==> config.mk <==
export PLATFORM = sky130hd
export DESIGN_NAME = operand_loader
export DESIGN_NICKNAME = d
export VERILOG_FILES = /design/src/rtl/operand_loader.sv
export SDC_FILE = /design/constraint.sdc
export NUM_CORES = 2
export LEC_CHECK = 0
export CAP_MARGIN = 25
export CORE_ASPECT_RATIO = 0.8
export CORE_UTILIZATION = 31
export CTS_CLUSTER_SIZE = 28
export DETAILED_ROUTE_END_ITERATION = 12
export SYNTH_ARGS = -nofsm -noshare
export SYNTH_HDL_FRONTEND = slang
export SYNTH_SLANG_ARGS = --single-unit
==> constraint.sdc <==
create_clock -name clk -period 8.8 [get_ports clk]
set_input_delay 0.88 -clock clk [delete_from_list [all_inputs] [get_ports clk]]
set_output_delay 0.88 -clock clk [all_outputs]
set_load 0.005 [all_outputs]
==> src/rtl/operand_loader.sv <==
// operand_loader: assembles a serial word stream into operand pairs and replays them to the register file
module operand_loader #(
  parameter int DATA = 256,
  parameter int WORD = 64,
  parameter int NUM_OPS = 3
) (
  input  logic            clk,
  input  logic            rst,
  input  logic            in_valid,
  output logic            in_ready,
  input  logic [WORD-1:0] in_data,
  output logic            wr_reg,
  output logic [DATA-1:0] Input_Data_A,
  output logic [DATA-1:0] Input_Data_B,
  output logic            busy,
  output logic            load_done
);
  localparam int WPO = DATA / WORD;
  localparam int WW = WPO > 1 ? $clog2(WPO) : 1;
  localparam int PW = NUM_OPS > 1 ? $clog2(NUM_OPS) : 1;
  typedef enum logic [1:0] {COLLECT, KICK, SEND, DONE} state_t;
  state_t state, state_n;
  logic [WW-1:0] w, w_n;
  logic h, h_n;
  logic [PW-1:0] p, p_n;
  logic [WPO-1:0][WORD-1:0] mem_a [NUM_OPS];
  logic [WPO-1:0][WORD-1:0] mem_b [NUM_OPS];
  logic hs, last_w, last_p;
  assign in_ready = state == COLLECT;
  assign hs = in_valid && in_ready;
  assign last_w = w == WW'(WPO - 1);
  assign last_p = p == PW'(NUM_OPS - 1);
  // Next state; the pair counter doubles as the replay index in SEND
  always_comb begin
    state_n = state;
    w_n = w;
    h_n = h;
    p_n = p;
    case (state)
      COLLECT: if (hs) begin
        w_n = last_w ? '0 : w + 1'b1;
        h_n = h ^ last_w;
        p_n = last_w && h ? (last_p ? '0 : p + 1'b1) : p;
        state_n = last_w && h && last_p ? KICK : COLLECT;
      end
      KICK: state_n = SEND;
      SEND: begin
        p_n = last_p ? '0 : p + 1'b1;
        state_n = last_p ? DONE : SEND;
      end
      default: state_n = COLLECT;
    endcase
  end
  // State, counters and outputs registered from the next-state decode
  always_ff @(posedge clk) begin
    if (rst) begin
      state <= COLLECT;
      w <= '0;
      h <= 1'b0;
      p <= '0;
      wr_reg <= 1'b0;
      Input_Data_A <= '0;
      Input_Data_B <= '0;
      busy <= 1'b0;
      load_done <= 1'b0;
    end else begin
      state <= state_n;
      w <= w_n;
      h <= h_n;
      p <= p_n;
      wr_reg <= state_n == KICK;
      Input_Data_A <= state_n == SEND ? mem_a[p_n] : '0;
      Input_Data_B <= state_n == SEND ? mem_b[p_n] : '0;
      busy <= state_n != COLLECT || w_n != '0 || h_n || p_n != '0;
      load_done <= state_n == DONE;
    end
  end
  // Operand storage is never cleared; every word is rewritten before replay
  always_ff @(posedge clk) begin
    if (hs) begin
      if (h) mem_b[p][w] <= in_data;
      else mem_a[p][w] <= in_data;
    end
  end
endmodule

Word level (Yosys, flattened, before mapping)
Memory sizes are Yosys's and may differ from the RTL's. A register that Yosys moved wholly into a read port is not among the register bits. Index checks and enable logic that the tools add are counted.

Memories: 2. Logic and storage cells: 55. Input bits: 67. RAM bits: 1536. Output and inout bits: 516. Flip-flop bits (word level): 10.

Bitwise operators: 2. Muxes and demuxes: 21. Eq/ne operators: 7. Add/sub/neg operators: 2. Reduce and logical (&&, ||, !) cells: 12. Magnitude comparators: 2.

Memory list: mem_a (depth 3, width 256, rd ports 1, clocked after Yosys merged registers in 1, write ports 1, RTL line 26) `logic [WPO-1:0][WORD-1:0] mem_a [NUM_OPS];`; mem_b (depth 3, width 256, rd ports 1, clocked after Yosys merged registers in 1, write ports 1, RTL line 27) `logic [WPO-1:0][WORD-1:0] mem_b [NUM_OPS];`.

Operators with widths (count): $mux W256 (2); $demux W64 S2 (1); $mux W64 (1); $mux W2 (7); $eq A2 B2 Y1 const B (5); $mux W1 (8); $pmux W2 S3 (1); $reduce_bool A2 Y1 (3); $add A2 B1 Y2 const B (2); $eq A2 B1 Y1 const B (2); $logic_and A1 B1 Y1 (4); $pmux W2 S2 (1); $logic_or A1 B1 Y1 (3); $lt A2 B3 Y1 const B (1); $ge A2 B1 Y1 const B (1); $logic_not A2 Y1 (1); $reduce_or A2 Y1 (1); $not A1 Y1 (1); $xor A1 B1 Y1 (1).

Longest topological paths before layout
Depth after elaboration: 10. Mapped depth: 10. Depth with buffers taken out: 6.

Worst setup path after synthesis
No wires, ideal clock.

Kind: in2reg. From: input port in_valid. To: memory mem_a[0][100] (netlist bit) (enable). Setup slack: 4.305 ns. Required time: 8.313 ns. Path buffers: 0. Stages: 4. Data arrival time: 4.009 ns. Cells stage by stage: nand2_1 nor2_1 nand2_1 nor2_1.

Word-level cells in the longest chain between the ends: 3.

RTL lines: start: declaration (RTL line 9) `input logic in_valid,`; $logic_and A1 B1 Y1 (RTL line 30) `assign hs = in_valid && in_ready;`; $mux W1 (RTL line 80) `if (hs) begin`; $mux W256 (not written as such) (RTL line 82) `else mem_a[p][w] <= in_data;`; end: declaration (RTL line 26).

No other way between the ends.

Worst setup path after layout
From: register w[0]. To: register Input_Data_A[225], read port of mem_a.

Word-level cells in the longest chain between the ends: 9. Elaborated cells on any way between the ends: 12.

RTL lines: start: declaration (RTL line 23) `logic [WW-1:0] w, w_n;`; start signal: assignment (RTL line 68) `w <= w_n;`; $eq A2 B2 Y1 * (RTL line 31) `assign last_w = w == WW'(WPO - 1);`; $logic_and A1 B1 Y1 * (RTL line 43, 44); $logic_and A1 B1 Y1 (RTL line 44) `state_n = last_w && h && last_p ? KICK : COLLECT;`; $mux W1 (RTL line 44); $mux W2 (RTL line 40) `COLLECT: if (hs) begin`; $pmux W2 S3 (RTL line 39) `case (state)`; $eq A2 B2 Y1 (RTL line 72) `Input_Data_A <= state_n == SEND ? mem_a[p_n] : '0;`; $not A1 Y1 (no line); $reduce_or A2 Y1 (no line); end: declaration (RTL line 13) `output logic [DATA-1:0] Input_Data_A,`.

Mark *: on every way between the ends. The rest lies on a longest branch, timed or not. A chain may end at the register's enable or synchronous reset.

==> results_dict.tcl <==
set metrics [dict create \
    cts_resized 0 \
    numCtsBuffers 204 \
    antenna_left 0 \
    synth_top_area_share 0.666 \
    netlist_top_cells_area "edfxtp_1 (67%), dfxtp_1 (15%), a311oi_1 (6.2%), nand2_1 (5.6%), nor2_1 (3.0%)" \
    synth_simple_gate_area_frac 0.0870 \
    area.growth.synth_to_final_pct 23.3 \
    antenna_found_initial 6 \
    reg2reg_from "w[0]" \
    die_h_um 425 \
    path_max_fanout 82 \
    drive_gt1_frac 0.0918 \
    critPathLaunchType "flop" \
    postCtsSetupBuffers 0 \
    grt_pass1_vias 38584 \
    htree_levels 4 \
    status "finished clean" \
    required_ns 9.48 \
    yosysSeqAreaShare 0.818 \
    max_cap_viol_count 0 \
    p_per_area_mw_per_mm2 228 \
    drcViolationCount 0 \
    hold_path_depth 2 \
    setup_viol 0 \
    start_util 0.313 \
    grt_use_total 0.168 \
    hold_path.class "reg -> reg" \
    cts_tree "yes" \
    synth_fa_ha_area_frac 0.00145 \
    grt_setup_unrepaired "false" \
    drt_iter0_markers 3411 \
    fp.coreArea_mm2 0.221 \
    fin_crit_ns 4.15 \
    cp_cell_sequence "ha_1 -> ha_1 -> a31oi_1 -> o32a_4 -> buf_4 -> buf_4 -> nor2_1 -> a311oi_1" \
    synth-seq-cells 2058 \
    cts.sinks 2058 \
    reg2reg_depth 8 \
    critical_path_buf_inv_count 2 \
    final_common_cell "edfxtp_1" \
    arrival_ns 4.84 \
    r2r_setup_slack_ns 4.65 \
    finalCritPeriodShare 0.472 \
    final_cell_mix "edfxtp_1 (1536), nand2_1 (1032), clkdlybuf4s50_1 (581), dfxtp_1 (522), nor2_1 (520)" \
    synth_top_family_by_area "simple AND/OR/NAND/NOR gates" \
    fin_tns_setup_ns 0 \
    synthCells 4477 \
    grt.overflow.total 0 \
    top_regs "mem_a (768), mem_b (768)" \
    synth_fp_nets 4552 \
    die_area_mm2 0.225 \
    holdBufCountCts 0 \
    p_total_mw 19.5 \
    synthMuxAreaShare 0.000289 \
    ys_types 33 \
    min_to "Input_Data_A[101]" \
    cp_slowest_stage_delay_ns 0.82 \
    via_per_inst 4.79 \
    fill_cells 20353 \
    clk_latency_ns 0.87 \
    grt_max_degree 211 \
    nNetsFinal 5161 \
    avgSynthCellArea_um2 15.5 \
    dp_hpwl_um 110000 \
    vias 39391 \
    rows 154 \
    max_freq_ghz 0.241 \
    hold_viol 0 \
    synth.yosys.warnings 0 \
    cts_root_buf "clkbuf_16" \
    die_w_um 530 \
    syn-cell-area_mm2 0.0692 \
    ioPinCount 583 \
    clock_path_buffers 4 \
    rr_endpoint "Input_Data_A[225]" \
    maxSlewHeadroom 0.223 \
    peakVddDrop_v 0.000201 \
    place_congestion 0.734 \
    synth_top_area_cell "edfxtp_1" \
    portBuffers 582 \
    grt_pass1_wl_um 273000 \
    worst_slew_pin_slew_ns 1.17 \
    synth_xor_area_frac 0 \
    p_leak_nw 28.4 \
    synth_compound_area_frac 0.0684 \
    drtPass1Iterations 5 \
    finalClockSkew_ns 0.0820 \
    wirelength_um 194000 \
    critPathCaptureType "flop" \
    slowest_stage "o32a_4" \
    crit_family "compound AO/OA/AOI/OAI gates" \
    wl_per_cell_um 23.6 \
    slew_viol_final 0 \
    critPathKind "reg -> reg" \
    clk_pin_slew_ns 0.06 \
    min-delay-start "mem_a[1][101]" \
]
## worst max-delay path by stage
stage,from,cells past startpoint,endpoint,slack (ns)
floorplan,in_valid,4,mem_a[0][100],4.30
global placement,in_valid,7,Input_Data_A[98],4.19
detailed placement,in_valid,7,Input_Data_B[223],4.06
CTS,w[0],8,Input_Data_A[225],4.62
global route,w[0],8,Input_Data_A[225],4.34
finish,w[0],8,Input_Data_A[225],4.65
## cells in the mapped netlist (all sizes together)
| cell | n |
|---|---|
| edfxtp | 1536 |
| nand2 | 1033 |
| nor2 | 544 |
| dfxtp | 522 |
| a311oi | 511 |
| buf | 232 |
| clkbuf | 56 |
| ha | 8 |
| inv | 6 |
| a21oi | 2 |
| a31oi | 2 |
| and3 | 2 |
| mux2i | 2 |
| nand2b | 2 |
| nor2b | 2 |
| nor3 | 2 |
| o31a | 2 |
| o32a | 2 |
| a211o | 1 |
| and2 | 1 |
| and4b | 1 |
| nand3 | 1 |
| nor4 | 1 |
| nor4b | 1 |
| o21ba | 1 |
| o31ai | 1 |
| o32ai | 1 |
| or2 | 1 |
| or4bb | 1 |
## routing by layer
metal	vias up	global-route usage	part of all wire
met4	0	0.0506	0.028
met2	1260	0.272	0.47
met3	278	0.0405	0.073
met5	-	0	0
met1	20112	0.222	0.43
li1	17741	-	-
## worst register-to-register path: stages, from the launching register on
cell	delay (ns)
dfxtp_1	0.36
ha_1	0.29
ha_1	0.23
a31oi_1	0.58
o32a_4	0.82
buf_4	0.57
buf_4	0.74
nor2_1	0.12
a311oi_1	0.30
## layout make-up
cell class	count	area [µm²]	share of cell area
clock buffer	273	5710	0.0669
multi-input combinational	2125	11100	0.130
sequential	2058	56600	0.663
clock inverter	100	998	0.0117
tap	2964	3710	0.0435
inverter	6	22.5	0.000264
timing repair buffer	691	7230	0.0848
antenna	4	10.0	0.000117
## power breakdown
part / total (mW) / switching (mW) / internal [mW]
Combinational: 0.275 / 0.206 / 0.0697
Clock: 8.71 / 3.72 / 4.99
Sequential: 10.5 / 0.0128 / 10.5
## per-stage QoR
step	std cells	setup WS, ns	hold slack [ns]	cell area (µm²)	util
after CTS	8196	4.62	0.459	84900	0.384
after floorplan	4477	4.30	0.474	69200	-
after global routing	8219	4.34	0.504	85300	0.386
after detailed placement	7823	4.06	0.502	78100	0.354
after global placement	7811	4.19	0.494	77900	0.353
final	8221	4.65	0.473	85300	0.386
## kinds of logic (layout without fill, tap and decap cells)
logic type	count (synthesis)	count (layout)
simple gates	1592	1592
mux	2	2
other cells	0	4
fa+ha+maj	8	8
buf+inv	294	1070
compound gates	523	523
flops	2058	2058
No activity file was read; power rests on OpenSTA's default activity.
